## config.mk

```make
export PLATFORM = sky130hd
export DESIGN_NAME = i2s_tx_flat
export DESIGN_NICKNAME = d
export VERILOG_FILES = /design/src/rtl/i2s_tx_if.sv /design/src/rtl/i2s_tx.sv /design/src/flat_wrapper.sv
export SDC_FILE = /design/constraint.sdc
export NUM_CORES = 1
export LEC_CHECK = 0
export ABC_AREA = 0
export BUFFER_PORTS_ARGS = -buffer_cell sky130_fd_sc_hd__buf_2
export CAP_MARGIN = 20
export CORE_MARGIN = 2
export CORE_UTILIZATION = 25
export CTS_CLUSTER_SIZE = 25
export DETAILED_ROUTE_END_ITERATION = 7
export GPL_ROUTABILITY_DRIVEN = 0
export PLACE_DENSITY = 0.42
export SKIP_CTS_REPAIR_TIMING = 1
export SLEW_MARGIN = 20
export SYNTH_ARGS = -nofsm -noshare
export SYNTH_HDL_FRONTEND = slang
export SYNTH_SLANG_ARGS = --single-unit
```

## constraint.sdc

```tcl
create_clock -name clk -period 7.6 [get_ports clk]
set_clock_uncertainty 0.1 [all_clocks]
set_input_delay 0.38 -clock clk [delete_from_list [all_inputs] [get_ports clk]]
set_output_delay 0.38 -clock clk [all_outputs]
set_load 0.05 [all_outputs]
```

## src/rtl/i2s_tx_if.sv

```systemverilog
// i2s_tx_if: FIFO write-side bus between the register wrapper (master) and
// the I2S transmitter (slave). Carries the write strobe/data, the flush
// request and the FIFO status returned to software.
interface i2s_tx_if #(
    parameter int AW = 4
);
    logic          fifo_wr;
    logic [31:0]   fifo_wdata;
    logic          fifo_clr;
    logic          fifo_full;
    logic          fifo_empty;
    logic [AW:0]   fifo_level;

    modport master (
        output fifo_wr, fifo_wdata, fifo_clr,
        input  fifo_full, fifo_empty, fifo_level
    );

    modport slave (
        input  fifo_wr, fifo_wdata, fifo_clr,
        output fifo_full, fifo_empty, fifo_level
    );
endinterface

```

## src/rtl/i2s_tx.sv

```systemverilog
// i2s_tx: master-mode I2S / left-justified serial audio transmitter with a
// 2**AW x 32 sample FIFO. Generates sck/ws from clk, pops one word per slot
// and shifts it out MSB-first on sdo.
// Optional build macro I2S_TX_MONO_EN: when defined, mono=1 makes only the
// left slot pop and the right slot repeat the same word; when undefined the
// mono port is ignored and the block is always stereo.
module i2s_tx #(
    parameter int AW = 4
) (
    input  logic        clk,
    input  logic        rst,
    input  logic        en,
    input  logic [7:0]  sck_prescaler,
    input  logic [5:0]  sample_size,
    input  logic        left_justified,
    input  logic        mono,
    i2s_tx_if.slave     fifo,
    output logic        underrun,
    input  logic        underrun_clr,
    output logic        sck,
    output logic        ws,
    output logic        sdo
);
    localparam int DEPTH = 1 << AW;

    logic [31:0]   mem [DEPTH];
    logic [AW-1:0] wr_ptr;
    logic [AW-1:0] rd_ptr;
    logic [AW:0]   level;
    logic [AW:0]   level_nxt;
    logic          full_q;
    logic          empty_q;

    logic [7:0]    presc;
    logic [4:0]    bit_ctr;
    logic [31:0]   shreg;
    logic          sck_q;
    logic          ws_q;
    logic          sdo_q;
    logic          bit_q;
    logic          lj_q;
    logic          underrun_q;

    logic          fall_edge;
    logic          slot_start;
    logic          pop_req;
    logic          pop_ok;
    logic          wr_ok;
    logic          fmt_lj;
    logic          lj_bit;
    logic [5:0]    size_eff;
    logic [5:0]    shamt;
    logic [31:0]   src_word;
    logic [31:0]   load_word;

    assign fall_edge  = en && (presc == 8'd0) && sck_q;
    assign slot_start = fall_edge && (bit_ctr == 5'd0);

`ifdef I2S_TX_MONO_EN
    logic        is_left;
    logic [31:0] hold_q;

    // Left slot is ws=0 for Philips I2S and ws=1 for left-justified.
    assign is_left  = ((~ws_q) == left_justified);
    assign pop_req  = slot_start && !(mono && !is_left);
    assign src_word = pop_req ? (pop_ok ? mem[rd_ptr] : 32'd0) : hold_q;

    // Remember the last popped word so a mono right slot can repeat it.
    always_ff @(posedge clk) begin
        if (rst)
            hold_q <= 32'd0;
        else if (pop_req)
            hold_q <= src_word;
    end
`else
    logic unused_mono;

    assign unused_mono = mono;
    assign pop_req     = slot_start;
    assign src_word    = pop_ok ? mem[rd_ptr] : 32'd0;
`endif

    // A flush in the pop cycle turns the pop into an underrun.
    assign pop_ok = pop_req && !empty_q && !fifo.fifo_clr;
    assign wr_ok  = fifo.fifo_wr && !full_q && !fifo.fifo_clr;

    assign size_eff  = (sample_size == 6'd0 || sample_size > 6'd32) ? 6'd32 : sample_size;
    assign shamt     = 6'd32 - size_eff;
    assign load_word = src_word << shamt;

    // Format is sampled at slot start and held for the rest of the slot.
    assign fmt_lj = slot_start ? left_justified : lj_q;
    // Bit a left-justified stream would emit on this falling edge.
    assign lj_bit = slot_start ? load_word[31] : shreg[31];

    // Next occupancy from the accepted write and the successful pop.
    always_comb begin
        level_nxt = level;
        if (wr_ok && !pop_ok)
            level_nxt = level + (AW+1)'(1);
        else if (!wr_ok && pop_ok)
            level_nxt = level - (AW+1)'(1);
    end

    // FIFO storage; no reset needed, validity is tracked by the pointers.
    always_ff @(posedge clk) begin
        if (wr_ok)
            mem[wr_ptr] <= fifo.fifo_wdata;
    end

    // FIFO pointers and registered status.
    always_ff @(posedge clk) begin
        if (rst || fifo.fifo_clr) begin
            wr_ptr  <= '0;
            rd_ptr  <= '0;
            level   <= '0;
            full_q  <= 1'b0;
            empty_q <= 1'b1;
        end else begin
            if (wr_ok)
                wr_ptr <= wr_ptr + AW'(1);
            if (pop_ok)
                rd_ptr <= rd_ptr + AW'(1);
            level   <= level_nxt;
            full_q  <= (level_nxt == (AW+1)'(DEPTH));
            empty_q <= (level_nxt == '0);
        end
    end

    // SCK generation and serializer; everything after the prescaler moves
    // only on sck falling edges. The shift register is kept one bit ahead
    // of the word it was loaded with, so its MSB is always the next bit.
    always_ff @(posedge clk) begin
        if (rst) begin
            presc   <= 8'd0;
            sck_q   <= 1'b0;
            ws_q    <= 1'b1;
            sdo_q   <= 1'b0;
            bit_q   <= 1'b0;
            lj_q    <= 1'b0;
            bit_ctr <= 5'd0;
            shreg   <= 32'd0;
        end else begin
            if (en) begin
                if (presc == 8'd0) begin
                    presc <= sck_prescaler;
                    sck_q <= ~sck_q;
                end else begin
                    presc <= presc - 8'd1;
                end
            end
            if (fall_edge) begin
                bit_ctr <= bit_ctr + 5'd1;
                bit_q   <= lj_bit;
                sdo_q   <= fmt_lj ? lj_bit : bit_q;
                if (slot_start) begin
                    ws_q  <= ~ws_q;
                    lj_q  <= left_justified;
                    shreg <= load_word << 1;
                end else begin
                    shreg <= shreg << 1;
                end
            end
        end
    end

    // Sticky underrun flag; a new underrun beats a simultaneous clear.
    always_ff @(posedge clk) begin
        if (rst)
            underrun_q <= 1'b0;
        else if (pop_req && !pop_ok)
            underrun_q <= 1'b1;
        else if (underrun_clr)
            underrun_q <= 1'b0;
    end

    assign sck             = sck_q;
    assign ws              = ws_q;
    assign sdo             = sdo_q;
    assign underrun        = underrun_q;
    assign fifo.fifo_full  = full_q;
    assign fifo.fifo_empty = empty_q;
    assign fifo.fifo_level = level;
endmodule
```

## src/flat_wrapper.sv

```systemverilog
// flat-port wrapper written by rule: the top's interface ports become plain ports
module i2s_tx_flat 
#(
    parameter int AW = 4
)
  (clk, rst, en, sck_prescaler, sample_size, left_justified, mono, underrun, underrun_clr, sck, ws, sdo, fifo_fifo_wr, fifo_fifo_wdata, fifo_fifo_clr, fifo_fifo_full, fifo_fifo_empty, fifo_fifo_level);
  i2s_tx_if #(.AW(AW)) fifo_i ();
  input  logic clk;
  input  logic rst;
  input  logic en;
  input  logic [7:0] sck_prescaler;
  input  logic [5:0] sample_size;
  input  logic left_justified;
  input  logic mono;
  output logic underrun;
  input  logic underrun_clr;
  output logic sck;
  output logic ws;
  output logic sdo;
  input wire logic [$bits(fifo_i.fifo_wr)-1:0] fifo_fifo_wr;
  input wire logic [$bits(fifo_i.fifo_wdata)-1:0] fifo_fifo_wdata;
  input wire logic [$bits(fifo_i.fifo_clr)-1:0] fifo_fifo_clr;
  output wire logic [$bits(fifo_i.fifo_full)-1:0] fifo_fifo_full;
  output wire logic [$bits(fifo_i.fifo_empty)-1:0] fifo_fifo_empty;
  output wire logic [$bits(fifo_i.fifo_level)-1:0] fifo_fifo_level;
  assign fifo_i.fifo_wr = fifo_fifo_wr;
  assign fifo_i.fifo_wdata = fifo_fifo_wdata;
  assign fifo_i.fifo_clr = fifo_fifo_clr;
  assign fifo_fifo_full = fifo_i.fifo_full;
  assign fifo_fifo_empty = fifo_i.fifo_empty;
  assign fifo_fifo_level = fifo_i.fifo_level;
  i2s_tx #(.AW(AW)) u_core (.clk(clk), .rst(rst), .en(en), .sck_prescaler(sck_prescaler), .sample_size(sample_size), .left_justified(left_justified), .mono(mono), .fifo(fifo_i), .underrun(underrun), .underrun_clr(underrun_clr), .sck(sck), .ws(ws), .sdo(sdo));
endmodule
```

==> impl_metrics.py <==
metrics = {
    "timing": {
        "setup_viol": 0,
        "rsz0062_at_grt": "no",
        "finalWorstSetupSlack_ns": 3.13,
        "timing.slew.headroom": 0.372,
        "fmax_mhz": 224,
        "slew_violations": 0,
        "worst_pin_slew_ns": 0.933,
        "tns_ns": 0,
        "fin_crit_ns": 4.47,
        "final-hold-violation-count": 0,
        "period_share": 0.588,
    },
    "worst_setup_path": {
        "required_ns": 7.93,
        "path_class": "reg2reg",
        "r2r_setup_slack_ns": 3.13,
        "path_max_fanout": 71,
        "cp-start-kind": "flop",
        "endpoint_kind": "flop",
        "r2r_end": "u_core.bit_q$_SDFFE_PP0P_",
        "critPathArrivalTime_ns": 4.80,
        "rr_worst_depth": 8,
    },
    "placed_design": {
        "pre_cts_ws_ns": 2.98,
        "portBuffers": 63,
        "place_inst": 2801,
        "dp.final_hpwl_um": 39700,
    },
    "floorplan": {
        "die-area_mm2": 0.102,
        "core_area_mm2": 0.0986,
        "rows": 115,
        "die_h_um": 319,
        "start_util": 0.252,
        "fp.dieW_um": 319,
        "pin_count": 65,
    },
    "yosys": {
        "ys.warnings.count": 0,
        "yosys-top-cells-count": "edfxtp_1 (512), mux4_2 (135), nor2_1 (120), mux2i_1 (76), dfxtp_1 (69)",
        "synth_top_area_cell": "edfxtp_1",
        "yosys.cell_count.top_type": "edfxtp_1",
        "netlist_area_mm2": 0.0249,
        "ys_async_sr_fraction": 0,
        "synth-edff-count": 512,
        "synth_fa_ha_area_frac": 0.00604,
        "synth_cells": 1507,
        "synth_xor_area_frac": 0.00563,
        "ys_seq_area_frac": 0.674,
        "synth_compound_area_frac": 0.0687,
        "synth_top_family_by_area": "multiplexers",
        "synth-simple-area-share": 0.0616,
        "ys_ff_latch": 581,
        "synth_area_per_cell_um2": 16.5,
        "synth_top_area_frac": 0.618,
        "synth.area.mux_share": 0.163,
        "ys.flop_type": "edfxtp_1",
        "synthTopCellsByArea": "edfxtp_1 (62%), mux4_2 (12%), dfxtp_1 (5.6%)",
        "synth_nets": 1573,
        "synth.distinct_cells": 77,
    },
    "pwr": {
        "power.switching_mw": 1.70,
        "leakage_nw": 8.88,
        "vdd_drop_max_mv": 0.136,
        "sequentialPowerShare": 0.491,
        "p_comb_frac": 0.073,
        "power_density_mw_per_mm2": 251,
        "swShare": 0.235,
        "p_int_mw": 5.54,
        "p_clk_frac": 0.436,
    },
    "cts": {
        "cts_buffers": 70,
        "cts_tree": "done",
        "clock_latency_ns": 0.62,
        "cts_buffer_depth": 3,
        "clock-root-buffer": "clkbuf_16",
        "cts_max_level": 3,
        "clock-sinks": 581,
        "clk_pin_slew_worst_paths_ns": 0.05,
    },
    "run": {
        "drv_cap": 0,
    },
    "detailed_routing": {
        "via_per_inst": 4.83,
        "postRouteAntennaNets": 0,
        "drt_wl_total_um": 69800,
        "drc": 0,
        "detail_route.wl_per_cell_um": 23.8,
        "num_vias": 14100,
        "dr.pass1.iters": 5,
        "drtIter0Drc": 1058,
    },
    "global_routing": {
        "grt_max_degree": 99,
        "grt_pass1_vias": 14500,
        "grt_use_total": 0.137,
        "grt_pass1_wl_um": 103000,
        "antenna_found_initial": 8,
        "grt-ovfl-total": 0,
    },
    "worst_hold_path": {
        "min-delay-start": "sck_prescaler[4]",
        "hold_path_end": "u_core.presc[4]$_SDFFE_PP0P_",
        "min_path_cells": 5,
        "hold_class": "in2reg",
    },
    "cells_and_area": {
        "nNetsFinal": 1654,
        "area_growth_pct": 16.0,
        "instances_no_fill": 2928,
        "diodes": 0,
        "drive_gt1_frac": 0.234,
    },
    "run_status": {
        "status": "finished, final reports clean",
    },
}
[through the flow]
stage               power, mW  cell area [µm²]  hold slack (ns)  utilization
global route             7.52            28800           0.0160        0.293
floorplan                3.96            24900            0.355            -
CTS                      7.34            28800           -0.100        0.292
finish                   7.24            28800           0.0304        0.293
global placement         4.13            26700            0.372        0.270
detailed placement       4.14            26700            0.368        0.270
[routing by layer]
metal | routed length, µm | track usage
met1 | 32200 | 0.189
met2 | 32900 | 0.221
met3 | 2970 | 0.0232
met4 | 1740 | 0.0366
met5 | 21 | 0
[worst max-delay path by stage]
stage / from / to / slack, ns / cells past startpoint
2_1_floorplan: u_core.fifo.fifo_full$_SDFF_PP0_ / u_core.mem[7][0]$_DFFE_PP_ / 3.61 / 4
4_1_cts: flop / u_core.bit_q$_SDFFE_PP0P_ / 3.07 / 8
3_5_place_dp: sample_size[0] / u_core.shreg[29]$_SDFFE_PP0P_ / 2.98 / 12
3_3_place_gp: sample_size[0] / u_core.shreg[29]$_SDFFE_PP0P_ / 2.96 / 12
6_report: flop / u_core.bit_q$_SDFFE_PP0P_ / 3.13 / 8
5_1_grt: flop / u_core.bit_q$_SDFFE_PP0P_ / 2.78 / 8
[worst max-delay path, cell delays in order, from the launching register on]
cell      delay, ns
dfxtp_4        0.87
buf_12         0.53
mux4_2         0.59
mux2_2         0.32
a211oi_1       0.70
mux2i_1        0.29
mux2_2         0.36
a31oi_1        0.31
a211oi_1       0.12
[cell usage in the layout, fill, tap and decap left out, drive strengths merged, types with 35 or more instances in the layout]
cell type | synthesis | routed
edfxtp | 512 | 512
mux4 | 135 | 135
nor2 | 120 | 120
buf | 45 | 96
clkbuf | 44 | 85
mux2i | 76 | 76
dfxtp | 69 | 69
nand2 | 66 | 66
a21oi | 51 | 51
clkinv | 0 | 35
[final cells by class]
class | instances | area [µm²]
multi-input combinational | 821 | 7630
fill | 9750 | 69700
inverter | 16 | 60.1
sequential | 581 | 16800
clock buffer | 85 | 1850
tap | 1287 | 1610
timing repair buffer | 98 | 608
clock inverter | 40 | 318
[power groups by stage]
stage / Combinational (mW) / Sequential (mW) / Clock (mW)
global route: 0.580 / 3.56 / 3.38
finish: 0.528 / 3.56 / 3.15
global placement: 0.516 / 3.62 / 0
CTS: 0.525 / 3.55 / 3.26
floorplan: 0.331 / 3.63 / 0
detailed placement: 0.522 / 3.62 / 0
[flip-flops by register name, indices dropped and copies added, names as in the netlist, 4 cells and up, named ones only]
name / count
u_core.bit_ctr: 5
u_core.fifo.fifo_level: 5
u_core.mem: 512
u_core.presc: 8
u_core.rd_ptr: 4
u_core.shreg: 31
u_core.wr_ptr: 4
[cells by family after synthesis]
family                   count (synthesis)
buffers and inverters                  105
multiplexers                           233
adder cells (fa/ha/maj)                 12
XOR/XNOR                                16
AO/OA/AOI/OAI                          243
AND/OR/NAND/NOR                        317
flip-flops                             581
Note: power is estimated with default switching activity, not from simulation.
